==> src/rtl/pkt_fifo_pkg.sv <==
// Shared sizing helpers and header decode for the packet-aware output FIFO.
// The almost_full watermark is enabled in the top by defining PKT_FIFO_WATERMARK_EN.
package pkt_fifo_pkg;

   localparam int DEF_DATA_W = 8;
   localparam int DEF_DEPTH  = 16;
   localparam int DEF_LEN_W  = 6;

   function automatic int ptr_w(input int depth);
      return $clog2(depth);
   endfunction

   function automatic int cnt_w(input int depth);
      return $clog2(depth) + 1;
   endfunction

   function automatic int word_w(input int data_w);
      return data_w + 1;
   endfunction

   // The lfd tag sits directly above the payload byte in a stored word.
   function automatic int tag_bit(input int data_w);
      return data_w;
   endfunction

   function automatic int unsigned hdr_len(input logic [31:0] word, input int data_w,
                                           input int len_w);
      logic [31:0] mask;
      mask = (32'd1 << len_w) - 32'd1;
      return (word >> (data_w - len_w)) & mask;
   endfunction

endpackage

==> src/rtl/pkt_fifo_mem.sv <==
// Storage array for the packet FIFO: one write port, one asynchronous read port, no reset.
module pkt_fifo_mem #(
   parameter int WORD_W = 9,
   parameter int DEPTH  = 16,
   parameter int PTR_W  = 4
) (
   input  logic              clk,
   input  logic              we,
   input  logic [PTR_W-1:0]  waddr,
   input  logic [WORD_W-1:0] wdata,
   input  logic [PTR_W-1:0]  raddr,
   output logic [WORD_W-1:0] rdata
);

   logic [WORD_W-1:0] mem [DEPTH];

   always_ff @(posedge clk) begin
      if (we) mem[waddr] <= wdata;
   end

   assign rdata = mem[raddr];

endmodule

==> src/rtl/pkt_fifo_param.sv <==
// Packet-aware output FIFO: tagged storage, occupancy, overflow pulse and end-of-packet pulse.
// Define PKT_FIFO_WATERMARK_EN to add the registered almost_full output (threshold AF_LVL).
module pkt_fifo_param
   import pkt_fifo_pkg::*;
#(
   parameter int DATA_W = DEF_DATA_W,
   parameter int DEPTH  = DEF_DEPTH,
   parameter int LEN_W  = DEF_LEN_W
`ifdef PKT_FIFO_WATERMARK_EN
   ,parameter int AF_LVL = DEPTH - 2
`endif
) (
   input  logic                   clk,
   input  logic                   rst,
   input  logic                   soft_rst,
   input  logic                   we,
   input  logic                   lfd,
   input  logic [DATA_W-1:0]      din,
   input  logic                   re,
   output logic [DATA_W-1:0]      dout,
   output logic                   empty,
   output logic                   full,
   output logic [$clog2(DEPTH):0] count,
   output logic                   wr_err,
   output logic                   pkt_done
`ifdef PKT_FIFO_WATERMARK_EN
   ,output logic                  almost_full
`endif
);

   localparam int PTR_W  = ptr_w(DEPTH);
   localparam int CNT_W  = cnt_w(DEPTH);
   localparam int WORD_W = word_w(DATA_W);
   localparam int TAG    = tag_bit(DATA_W);

   logic [PTR_W-1:0]  wr_ptr, rd_ptr;
   logic [CNT_W-1:0]  count_nxt;
   logic [WORD_W-1:0] rd_word;
   logic [LEN_W:0]    rd_len, len_load;
   logic              wr_ok, rd_ok, mem_we;

   // Full blocks the write even when a read frees a slot the same cycle.
   assign wr_ok     = we && !full;
   assign rd_ok     = re && !empty;
   assign mem_we    = wr_ok && !soft_rst && !rst;
   assign count_nxt = count + CNT_W'(wr_ok) - CNT_W'(rd_ok);
   assign len_load  = (LEN_W+1)'(hdr_len(32'(rd_word), DATA_W, LEN_W) + 1);

   pkt_fifo_mem #(
      .WORD_W(WORD_W),
      .DEPTH (DEPTH),
      .PTR_W (PTR_W)
   ) u_mem (
      .clk  (clk),
      .we   (mem_we),
      .waddr(wr_ptr),
      .wdata({lfd, din}),
      .raddr(rd_ptr),
      .rdata(rd_word)
   );

   always_ff @(posedge clk or posedge rst) begin
      if (rst) begin
         wr_ptr   <= '0;
         rd_ptr   <= '0;
         count    <= '0;
         empty    <= 1'b1;
         full     <= 1'b0;
         rd_len   <= '0;
         dout     <= '0;
         wr_err   <= 1'b0;
         pkt_done <= 1'b0;
      end else if (soft_rst) begin
         wr_ptr   <= '0;
         rd_ptr   <= '0;
         count    <= '0;
         empty    <= 1'b1;
         full     <= 1'b0;
         rd_len   <= '0;
         dout     <= '0;
         wr_err   <= 1'b0;
         pkt_done <= 1'b0;
      end else begin
         if (wr_ok) wr_ptr <= wr_ptr + PTR_W'(1);
         if (rd_ok) rd_ptr <= rd_ptr + PTR_W'(1);
         count    <= count_nxt;
         empty    <= (count_nxt == '0);
         full     <= (count_nxt == CNT_W'(DEPTH));
         wr_err   <= we && full;
         pkt_done <= 1'b0;
         if (rd_ok) begin
            dout <= rd_word[DATA_W-1:0];
            // A header always reloads, so a truncated packet never reaches 1 -> 0.
            if (rd_word[TAG]) begin
               rd_len <= len_load;
            end else if (rd_len != '0) begin
               rd_len   <= rd_len - (LEN_W+1)'(1);
               pkt_done <= (rd_len == (LEN_W+1)'(1));
            end
         end
      end
   end

`ifdef PKT_FIFO_WATERMARK_EN
   always_ff @(posedge clk or posedge rst) begin
      if (rst)           almost_full <= 1'b0;
      else if (soft_rst) almost_full <= 1'b0;
      else               almost_full <= (count_nxt >= CNT_W'(AF_LVL));
   end
`endif

endmodule

==> config.mk <==
export PLATFORM = sky130hd
export DESIGN_NAME = pkt_fifo_param
export DESIGN_NICKNAME = d
export VERILOG_FILES = /design/src/rtl/pkt_fifo_pkg.sv /design/src/rtl/pkt_fifo_mem.sv /design/src/rtl/pkt_fifo_param.sv
export SDC_FILE = /design/constraint.sdc
export NUM_CORES = 1
export LEC_CHECK = 0
export ABC_AREA = 0
export BUFFER_PORTS_ARGS = -buffer_cell sky130_fd_sc_hd__buf_2
export CAP_MARGIN = 15
export CORE_MARGIN = 1
export CORE_UTILIZATION = 30
export DETAILED_ROUTE_END_ITERATION = 16
export GPL_TIMING_DRIVEN = 0
export PLACE_DENSITY = 0.49
export SYNTH_ARGS = -nofsm -noshare
export SYNTH_HDL_FRONTEND = slang
export SYNTH_HIERARCHICAL = 1
export SYNTH_SLANG_ARGS = --single-unit
==> constraint.sdc <==
create_clock -name clk -period 2.7 [get_ports clk]
set_input_delay 0.405 -clock clk [delete_from_list [all_inputs] [get_ports clk]]
set_output_delay 0.405 -clock clk [all_outputs]
set_load 0.02 [all_outputs]
# Word-level counts from Yosys, hierarchy flattened
# Memories as Yosys holds them, arrays and structs flattened.
# Cells that the tools add are included.
# word_totals
ff_bits	32
mem_bits_rw	144
input_bits	14
output_inout_bits	17
word_cells	53
memories	1
# memory_table
name	words	width	read_ports	rd_ports_with_merged_regs	wr	line	rtl
u_mem.mem	16	9	1	0	1	pkt_fifo_mem.sv:15	logic [WORD_W-1:0] mem [DEPTH];
# op_classes
addsub	6
n_eq_ne	2
n_mux	20
n_reduce_logical	15
# ops
op	count
$mux 7	4
$mux 4	4
$mux 8	2
$mux 1	9
$add 4x1->4 const B	2
$add 6x1->7 const B	1
$eq 7x1->1 const B	1
$reduce_bool 7->1	1
$sub 7x1->7 const B	1
$add 5x1->5	1
$eq 5x5->1 const B	1
$logic_and 1x1->1	5
$logic_not 5->1	1
$mux 5	1
$sub 5x1->5	1
$logic_not 1->1	4
$reduce_bool 2->1	2
$reduce_bool 3->1	1
$reduce_and 2->1	1

# Logic depth before layout (Yosys ltp)
# Gate-level depths: netlist of run 1.
# logic_depth
depth_word	6
depth_mapped	11
mapped_depth_nobuf	9

# By module
# Netlist of run 1, hierarchy kept.
# by_module_without_submodules
module	instances	cells_per_inst	area_each_um2	seq_area_each_um2
pkt_fifo_mem	1	245	5600.4	4324.1
pkt_fifo_param	1	187	1764.2	802.0

# Worst setup path after synthesis of run 1
# Ideal clock, no wire load.
# synth_timing
path_type	flip-flop to flip-flop
start	register empty
end	register full
setup_ns	0.100
t_arrival_ns	2.391
required_time_ns	2.600
setup_slack_ns	0.209
stages_incl_launch_ff	12
path_buffers	2
synth_period_minus_slack_ns	2.491
path_cell_list	dfstp_2 > nor2b_1 > clkbuf_1 > buf_2 > nand2_1 > nand2_1 > ha_1 > fa_1 > a21o_1 > a21oi_1 > xnor2_1 > nor4bb_1
# synth_between
elab_chain_len	5
# synth_rtl
element	line	rtl
start: declaration	pkt_fifo_param.sv:21	output logic empty,
start signal: assignment	pkt_fifo_param.sv:87	empty <= (count_nxt == '0);
$logic_not 1->1	pkt_fifo_param.sv:44	assign rd_ok = re && !empty;
$logic_and 1x1->1	pkt_fifo_param.sv:44	
$sub 5x1->5	pkt_fifo_param.sv:46	assign count_nxt = count + CNT_W'(wr_ok) - CNT_W'(rd_ok);
$eq 5x5->1	pkt_fifo_param.sv:88	full <= (count_nxt == CNT_W'(DEPTH));
$mux 1	pkt_fifo_param.sv:73	end else if (soft_rst) begin
end signal: assignment	pkt_fifo_param.sv:88	
end: declaration	pkt_fifo_param.sv:22	output logic full,
# Every way passes these cells.
# A chain may end at the register's enable or synchronous reset.

# Worst setup path in the final report of run 1
# layout_timing
start	register rd_ptr[0]
end	register rd_len[2]
# layout_between
elab_chain_len	5
word_cells_on_any_way	7
classes_between	1 x add/sub; 3 x mux; 2 x reduce/logical; 1 x memory
# layout_rtl
element	line	rtl
start: declaration	pkt_fifo_param.sv:36	logic [PTR_W-1:0] wr_ptr, rd_ptr;
start signal: assignment	pkt_fifo_param.sv:85	if (rd_ok) rd_ptr <= rd_ptr + PTR_W'(1);
$mem_v2 16x9	--	
net rd_word[2]	pkt_fifo_param.sv:38	logic [WORD_W-1:0] rd_word;
$add 6x1->7	pkt_fifo_param.sv:47	assign len_load = (LEN_W+1)'(hdr_len(32'(rd_word), DATA_W, LEN_W) + 1);
$mux 7	pkt_fifo_param.sv:94	if (rd_word[TAG]) begin
$mux 7	pkt_fifo_param.sv:91	if (rd_ok) begin
$mux 7	pkt_fifo_param.sv:73	
end signal: assignment	pkt_fifo_param.sv:95	rd_len <= len_load;
end signal: assignment	pkt_fifo_param.sv:97	rd_len <= rd_len - (LEN_W+1)'(1);
end: declaration	pkt_fifo_param.sv:39	logic [LEN_W:0] rd_len, len_load;
# The timed path passes the listed nets, and every way through them passes these cells. The select of a mux whose other input is x is not followed.

==> impl_metrics.yaml, run 1 <==
timing:
  clock_skew_ns: 0.0114
  slew_headroom: 0.355
  post-route-period-util: 0.967
  hold_viol: 0
  fmax_ghz: 0.383
  period_minus_slack_ns: 2.61
  setup_viol: 0
  max_slew.worst_pin.slew_ns: 0.964
  slew_viol_final: 0
floorplanning:
  dieArea_mm2: 0.0252
  chipWidth_um: 159
  fp.dieH_um: 159
  ios: 31
  coreArea_mm2: 0.0238
  rows: 56
  start_util: 0.310
power:
  power_w: 0.00718
  vdd_drop_max_uv: 403
  p_per_area_mw_per_mm2: 826
  p_leak_nw: 3.02
cts:
  clkTransAtPathRegs_ns: 0.07
  cts_hold_buf: 0
  clockBufferDepth: 2
  numCtsBuffers: 17
  clock-sinks: 176
  clk_latency_ns: 0.43
  htree_levels: 4
  cts_tree: "built"
  root_buffer: "clkbuf_16"
place:
  gp_congestion: 0.745
  hpwl_mm: 10.4
  io_buffer_count: 30
critical_path:
  cp-end-kind: "flop"
  critPathKind: "reg -> reg"
  cp_max_fo: 10
  worstPathRequired_ns: 2.98
  critical_path_arrival_ns: 2.90
  r2r_start: "rd_ptr[0]"
  r2r-end: "rd_len[2]"
  r2r_cells: 10
  cp-start-kind: "flop"
  reg2reg_slack_ns: 0.09
global_routing:
  antenna_found_initial: 0
  overflow: 0
  grt_usage: 0.135
  grt_pass1_wl_mm: 23.7
  grt_pass1_vias: 3919
  grt_max_degree: 23
final_layout:
  drive_gt1_frac: 0.268
  syn2layout_area_growth_pct: 18.0
  utilization: 0.366
  diodes: 0
  fillers: 2247
  nets: 519
synthesis:
  syn_nets: 457
  synth_edf_count: 144
  yosys_warnings: 6
  netlist_instances: 432
  synth.ff_latch_count: 176
  syn_avg_cell_area_um2: 17.0
  syn-cell-area_mm2: 0.00736
  yosysSeqAreaShare: 0.696
  ys_types: 50
  synth-async-reset-ratio: 0.182
  ys.flop_type: "edfxtp_1"
drt:
  postRouteAntennaNets: 0
  first_iter_violations: 247
  avgRoutedWirePerCell_um: 19.5
  vias: 4017
  drc: 0
  drtPass1Iterations: 6
  via_per_inst: 4.86
  wirelength_mm: 16.1
run:
  drv_cap: 0
worst_hold_path:
  hp-class: "in -> async"
outcome:
  status: "finished, final reports clean"
-- cell type report --
class,count,area [um^2],area share
Inverter,8,30.0,0.00346
Multi-Input combinational cell,229,2120,0.244
Buffer,18,173,0.0199
Clock inverter,13,129,0.0148
Tap cell,319,399,0.0459
Clock buffer,19,433,0.0498
Sequential cell,176,5130,0.590
Timing Repair Buffer,44,275,0.0317
-- how the worst max path moves through the flow --
| stage | startpoint | endpoint | slack [ns] | cells after the start |
|---|---|---|---|---|
| 2_1_floorplan | empty | full | 0.21 | 11 |
| 3_3_place_gp | soft_rst | u_mem/mem[0][8] | -0.78 | 5 |
| 3_5_place_dp | rd_ptr[1] | rd_len[2] | -0.41 | 10 |
| 4_1_cts | full | u_mem/mem[3][3] | -0.18 | 4 |
| 5_1_grt | rd_ptr[0] | rd_len[2] | -0.01 | 10 |
| 6_report | rd_ptr[0] | rd_len[2] | 0.09 | 10 |
-- cell usage after synthesis, types with 2 or more instances --
cell type  count  area, um^2
nand2b_1       5        31.3
mux2i_1        2        20.0
a21o_1         2        15.0
buf_2          3        15.0
nor2_1        31         116
a21oi_1       18        90.1
ha_1          10         125
o21ai_0        5        25.0
dfrtp_1       31         776
nand3_1        5        25.0
nor2b_1        5        31.3
nand3b_1       2        15.0
a22oi_1       20         150
nand4_1        2        12.5
xnor2_1        6        52.6
nor3b_1        2        15.0
clkbuf_1       6        22.5
buf_6          5        56.3
nand2_1       42         158
mux4_2        21         473
edfxtp_1     144        4320
o22ai_1        2        12.5
inv_1          8        30.0
mux4_1        15         394
nor3_1         8        40.0
and3_1         2        12.5
xor2_1         7        61.3
-- where the power goes --
group          switching [W]  total (W)  internal, W
Clock                0.00106    0.00235      0.00129
Sequential          0.000124    0.00319      0.00306
Combinational       0.000891    0.00163     0.000743
Total                0.00208    0.00718      0.00510
-- worst max-delay path: stages (launching register included) --
cell	delay (ns)
dfrtp_1	0.38
buf_8	0.16
buf_12	0.15
mux4_2	0.55
a22oi_2	0.28
nand2_2	0.15
ha_2	0.23
xor2_1	0.15
a22o_1	0.18
a22oi_1	0.18
nor2_1	0.06
-- flip-flops by register name (all words and copies together) (netlist names) --
signal	cells
u_mem/mem	144
dout	8
rd_len	7
count	5
rd_ptr	4
wr_ptr	4
empty	1
full	1
pkt_done	1
wr_err	1
-- metal layers --
layer  global-route usage  vias up  share of wire
met2                0.212       84           0.48
met4               0.0371        0         0.0083
li1                     -     1818              -
met1                0.185     2105           0.46
met5                    0        -              0
met3               0.0329       10          0.054
-- logic make-up after synthesis --
group                    count (synthesis)  share of synthesized area
adder cells (fa/ha/maj)                 11                     0.0197
multiplexers                            38                      0.120
XOR/XNOR                                13                     0.0155
flip-flops                             176                      0.696
buffers and inverters                   27                     0.0248
AO/OA/AOI/OAI                           54                     0.0489
AND/OR/NAND/NOR                        113                     0.0746
-- cell usage in the layout (no fill, tap or decap), types with 4 or more instances in the layout --
| master | count |
|---|---|
| a22oi_2 | 4 |
| buf_2 | 32 |
| dfrtp_1 | 31 |
| inv_6 | 4 |
| nand2_1 | 38 |
| a22oi_1 | 16 |
| nand2_2 | 4 |
| edfxtp_1 | 144 |
| a21oi_1 | 18 |
| buf_4 | 15 |
| nor2_1 | 28 |
| xor2_1 | 7 |
| clkbuf_16 | 17 |
| mux4_2 | 23 |
| clkbuf_1 | 4 |
| mux4_1 | 13 |
| o21ai_0 | 5 |
| nor2b_1 | 5 |
| nand3_1 | 5 |
| inv_1 | 8 |
| ha_1 | 9 |
| nand2b_1 | 5 |
| nor3_2 | 4 |
| xnor2_1 | 6 |
-- per-stage QoR --
step | TNS (ns) | instance area [um^2] | worst slack (ns) | cells | hold slack (ns)
after detailed placement | -18.35 | 7960 | -0.411 | 782 | 0.497
final | 0 | 8690 | 0.0881 | 826 | 0.0472
after global placement | -27.41 | 7910 | -0.780 | 781 | 0.518
after CTS | -4.61 | 8550 | -0.183 | 814 | 0.0328
after global routing | -0.0125 | 8690 | -0.0125 | 826 | 0.0674
after floorplan | 0 | 7360 | 0.209 | 432 | 0.504
-- repair_timing --
| action | in CTS | in global routing |
|---|---|---|
| pin swaps | 2 | 3 |
| endpoints found under the setup margin | 45 | 125 |
| gates resized for setup | 10 | 20 |
| gates cloned | 0 | 0 |
| setup buffers | 1 | 12 |
Power figures use the tool's default switching activity.
==> run 2, diff against run 1 <==
Settings changed: BUFFER_PORTS_ARGS -buffer_cell sky130_fd_sc_hd__buf_2 to not set, DONT_BUFFER_PORTS set to 1, PLACE_DENSITY 0.49 to 0.48.
==> run 2 against run 1 <==
Effect of this change:
- clock skew decreased by 0.0019 ns
- final area fell by 0.52%
- hold slack better by 0.017 ns
- first-iteration DRC count grew 4.5%
- critical path depth fell by 6
- largest power group unchanged
==> impl_metrics.yaml, run 2 (synthesis results as in run 1) <==
final_layout:
  multi_input_area_mm2: 0.00214
  diodes: 0
  final-seq-area_mm2: 0.00513
  nets: 496
  utilization: 0.364
  largest_register_ffs: 144
  syn2layout_area_growth_pct: 17.4
  final_cell_mix: "edfxtp_1, nand2_1, dfrtp_1, nor2_1, mux4_2"
  top_register: "u_mem/mem"
  fillers: 2237
  drive_gt1_frac: 0.244
  reg_top3: "u_mem/mem x144, dout x8, rd_len x7"
  final_common_cell: "edfxtp_1"
worst_hold_path:
  hp-start: "din[2]"
  hp-class: "in -> reg"
global_routing:
  antenna_found_initial: 0
  grt_pass1_wl_mm: 24.2
  overflow: 0
  grt_pass1_vias: 3954
  grt_usage: 0.137
  grt_max_degree: 19
cts:
  numCtsBuffers: 17
  clock-sinks: 176
  root_buffer: "clkbuf_16"
  clk_latency_ns: 0.43
  clkTransAtPathRegs_ns: 0.07
  clockBufferDepth: 2
  cts_tree: "built"
  htree_levels: 4
drt:
  first_iter_violations: 258
  via_per_inst: 4.85
  postRouteAntennaNets: 0
  wirelength_mm: 16.2
  drc: 0
  avgRoutedWirePerCell_um: 20.2
  drtPass1Iterations: 5
  vias: 3891
critical_path:
  r2r-end: "u_mem/mem[2][8]"
  endpoint: "u_mem/mem[2][8]"
  worstPathRequired_ns: 2.76
  cp_max_fo: 9
  cp-startpoint: "full"
  r2r_cells: 4
  critical_path_arrival_ns: 2.67
  cp-start-kind: "flop"
  critPathKind: "reg -> reg"
  r2r_start: "full"
  reg2reg_slack_ns: 0.09
  cp-end-kind: "flop"
timing:
  setup_viol: 0
  slew_viol_final: 0
  slew_headroom: 0.331
  period_minus_slack_ns: 2.61
  clock_skew_ns: 0.00954
  post-route-period-util: 0.966
  fmax_ghz: 0.383
  max_slew.worst_pin.slew_ns: 1.00
  hold_viol: 0
power:
  p_leak_nw: 2.92
  p_per_area_mw_per_mm2: 830
  vdd_drop_max_uv: 390
  power_w: 0.00718
run:
  drv_cap: 0
place:
  hpwl_mm: 10.4
  gp_congestion: 0.782
  io_buffer_count: 0
floorplanning:
  fp.dieH_um: 159
  rows: 56
  coreArea_mm2: 0.0238
  dieArea_mm2: 0.0252
  ios: 31
  chipWidth_um: 159
  start_util: 0.310
outcome:
  status: "finished, final reports clean"
==> run 2: changes by cell type in the layout (fill, tap and decap cells not counted), sizes merged <==
cell         change
dlygate4sd3      +1
clkbuf           +1
clkinv           -3
buf             -25
clkinvlp         +3
==> run 2: metrics by stage <==
stage | hold slack [ns] | setup WS, ns | std cells | TNS, ns | area, um^2
after floorplan | 0.504 | 0.209 | 432 | 0 | 7360
after global placement | 0.505 | -0.767 | 751 | -25.37 | 7760
after detailed placement | 0.458 | -0.558 | 752 | -13.01 | 7810
after CTS | 0.0452 | 0.00959 | 785 | 0 | 8480
after global routing | 0.0358 | -0.0132 | 803 | -0.0132 | 8640
final | 0.0647 | 0.0916 | 803 | 0 | 8640
==> run 2: routing by layer <==
metal	share of wire	global-route usage	vias up
met5	0	0	-
met4	0.0053	0.0288	0
met3	0.067	0.0468	7
met2	0.48	0.218	96
met1	0.45	0.182	2021
li1	-	-	1767
==> run 2: layout make-up <==
class                   count  share of cell area
flip-flops and latches    176               0.593
inverters                   8             0.00347
plain buffers              18              0.0217
repair buffers             21              0.0208
clock buffers              19              0.0501
clock inverters            13              0.0171
well taps                 319              0.0462
multi-input cells         229               0.248
==> run 2: timing repair <==
action,in CTS,in global routing
setup buffers,1,18
gates cloned,0,0
resized for setup,24,13
hold buffers,1,0
endpoints found under the setup margin,97,7
endpoints found under the hold margin,14,0
pin swaps,3,4
==> run 2: critical path, stage by stage, from the launching register on <==
cell      delay [ns]
dfrtp_1         0.49
nand2b_1        0.25
nor3_2          0.39
or3b_2          0.58
nor2_2          0.52
==> run 2: how the worst min path moves through the flow <==
stage	end	slack (ns)	cells past startpoint
final	u_mem/mem[14][2]	0.06	0
after global routing	u_mem/mem[14][2]	0.04	0
after CTS	u_mem/mem[14][2]	0.05	0
after detailed placement	wr_err	0.46	1
after global placement	u_mem/mem[9][4]	0.50	0
after floorplan	u_mem/mem[0][0]	0.50	0
==> run 2: where the power goes <==
group / internal, W / total (W) / switching (W) / leakage [nW]
Sequential: 0.00306 / 0.00328 / 0.000213 / 1.73
Clock: 0.00131 / 0.00243 / 0.00112 / 0.271
Combinational: 0.000741 / 0.00148 / 0.000736 / 0.925
Total: 0.00511 / 0.00718 / 0.00207 / 2.92
==> run 3, diff against run 2 <==
Settings changed: CORE_UTILIZATION 30 to 55, PLACE_DENSITY 0.48 to 0.74.
==> run 3 against run 2 <==
Effect of this change:
- largest power group unchanged
- final area shrank 3.7%
- sequential power is essentially flat
- core utilization rose by 29 points
- register-to-register slack got worse by 0.09 ns
- power shrank 2.0%
- setup slack got worse by 0.088 ns
- non-clock buffer count shrank 10
- sequential share of layout area up 2.3 points
- maximum frequency down 3.3%
- combinational power decreased by 6%
==> impl_metrics.yaml, run 3 (synthesis results as in run 1) <==
cts:
  numCtsBuffers: 17
  htree_levels: 4
  clockBufferDepth: 2
  cts_tree: "built"
  root_buffer: "clkbuf_16"
  clk_latency_ns: 0.43
  clock-sinks: 176
  clkTransAtPathRegs_ns: 0.07
timing:
  slew_headroom: 0.393
  hold_viol: 0
  post-route-period-util: 0.999
  tns_ns: 0
  setup_slack_ns: 0.00370
  fin_hold_ws_ns: 0.0703
  slew_viol_final: 0
  period_minus_slack_ns: 2.70
  max_slew.worst_pin.slew_ns: 0.908
  clock_skew_ns: 0.00998
  setup_viol: 0
  fmax_ghz: 0.371
  rsz0062_at_grt: "yes"
global_routing:
  overflow: 0
  grt_pass1_vias: 3982
  grt_pass1_wl_mm: 22.3
  grt_max_degree: 21
  antenna_found_initial: 0
  grt_usage: 0.222
place:
  gp_congestion: 0.864
  post-place-ws_ns: -0.236
  hpwl_mm: 9.30
  io_buffer_count: 0
critical_path:
  critPathKind: "reg -> reg"
  r2r_cells: 5
  worstPathRequired_ns: 2.83
  critical_path_arrival_ns: 2.83
  endpoint: "u_mem/mem[0][5]"
  cp-end-kind: "flop"
  r2r-end: "u_mem/mem[0][5]"
  reg2reg_slack_ns: 0.004
  cp-start-kind: "flop"
  cp-startpoint: "full"
  r2r_start: "full"
  cp_max_fo: 6
floorplanning:
  fp.dieH_um: 118
  dieArea_mm2: 0.0139
  ios: 31
  coreArea_mm2: 0.0128
  start_util: 0.574
  chipWidth_um: 118
  rows: 41
worst_hold_path:
  hp-start: "din[0]"
  hp-class: "in -> reg"
final_layout:
  fillers: 893
  final_cell_mix: "edfxtp_1, nand2_1, nor2_1, dfrtp_1, mux4_2"
  reg_top3: "u_mem/mem x144, dout x8, rd_len x7"
  diodes: 0
  utilization: 0.649
  largest_register_ffs: 144
  final_common_cell: "edfxtp_1"
  syn2layout_area_growth_pct: 13.0
  drive_gt1_frac: 0.190
  top_register: "u_mem/mem"
  nets: 486
drt:
  drtPass1Iterations: 4
  drc: 0
  postRouteAntennaNets: 0
  wirelength_mm: 14.3
  avgRoutedWirePerCell_um: 22.1
  via_per_inst: 6.13
  first_iter_violations: 389
  vias: 3959
power:
  vdd_drop_max_uv: 599
  p_leak_nw: 2.86
  p_per_area_mw_per_mm2: 845
  power_w: 0.00704
run:
  drv_cap: 0
outcome:
  status: "finished, final reports clean"
==> run 3: worst min-delay path by stage <==
stage,slack (ns),depth (start not counted),end
2_1_floorplan,0.50,0,u_mem/mem[0][0]
3_3_place_gp,0.50,0,u_mem/mem[14][7]
3_5_place_dp,0.38,1,dout[1]
4_1_cts,0.06,0,u_mem/mem[14][2]
5_1_grt,0.05,0,u_mem/mem[5][0]
6_report,0.07,0,u_mem/mem[4][0]
==> run 3: where the power goes <==
| part | switching [W] | internal (W) |
|---|---|---|
| Clock | 0.00100 | 0.00137 |
| Sequential | 0.000206 | 0.00307 |
| Combinational | 0.000724 | 0.000669 |
| Total | 0.00193 | 0.00510 |
==> run 3: metrics by stage <==
step                instance area, um^2  cells
floorplan                          7360    432
global placement                   7580    604
detailed placement                 7640    609
CTS                                8240    641
global route                       8320    646
finish                             8320    646
==> run 3: critical path, cell delays in order (launching register included) <==
cell and delay, ns:
dfrtp_1 0.48, nand2b_1 0.24, nor3_2 0.36, or3b_2 0.53, nor3_1 0.52, buf_4 0.28
==> run 3: area by class of cell <==
type	instances	area, um^2	area share
tap	172	215	0.0259
clock buffer	20	437	0.0525
timing repair buffer	11	105	0.0126
buffer	18	181	0.0218
sequential	176	5130	0.616
clock inverter	12	135	0.0162
inverter	8	30.0	0.00361
multi-input combinational	229	2090	0.251
==> run 3: timing repair <==
| action | CTS | global route |
|---|---|---|
| endpoints found under the setup margin | 42 | 144 |
| hold endpoints to repair | 12 | 0 |
| resized for setup | 7 | 14 |
| setup buffers | 0 | 5 |
| hold buffers | 1 | 0 |
| pin swaps | 0 | 2 |
==> run 3: metal layers <==
layer | part of all wire | up-vias | global-route usage
met2 | 0.50 | 162 | 0.348
li1 | - | 1743 | -
met1 | 0.42 | 2034 | 0.298
met4 | 0.015 | 0 | 0.0745
met5 | 0 | - | 0
met3 | 0.070 | 20 | 0.0703
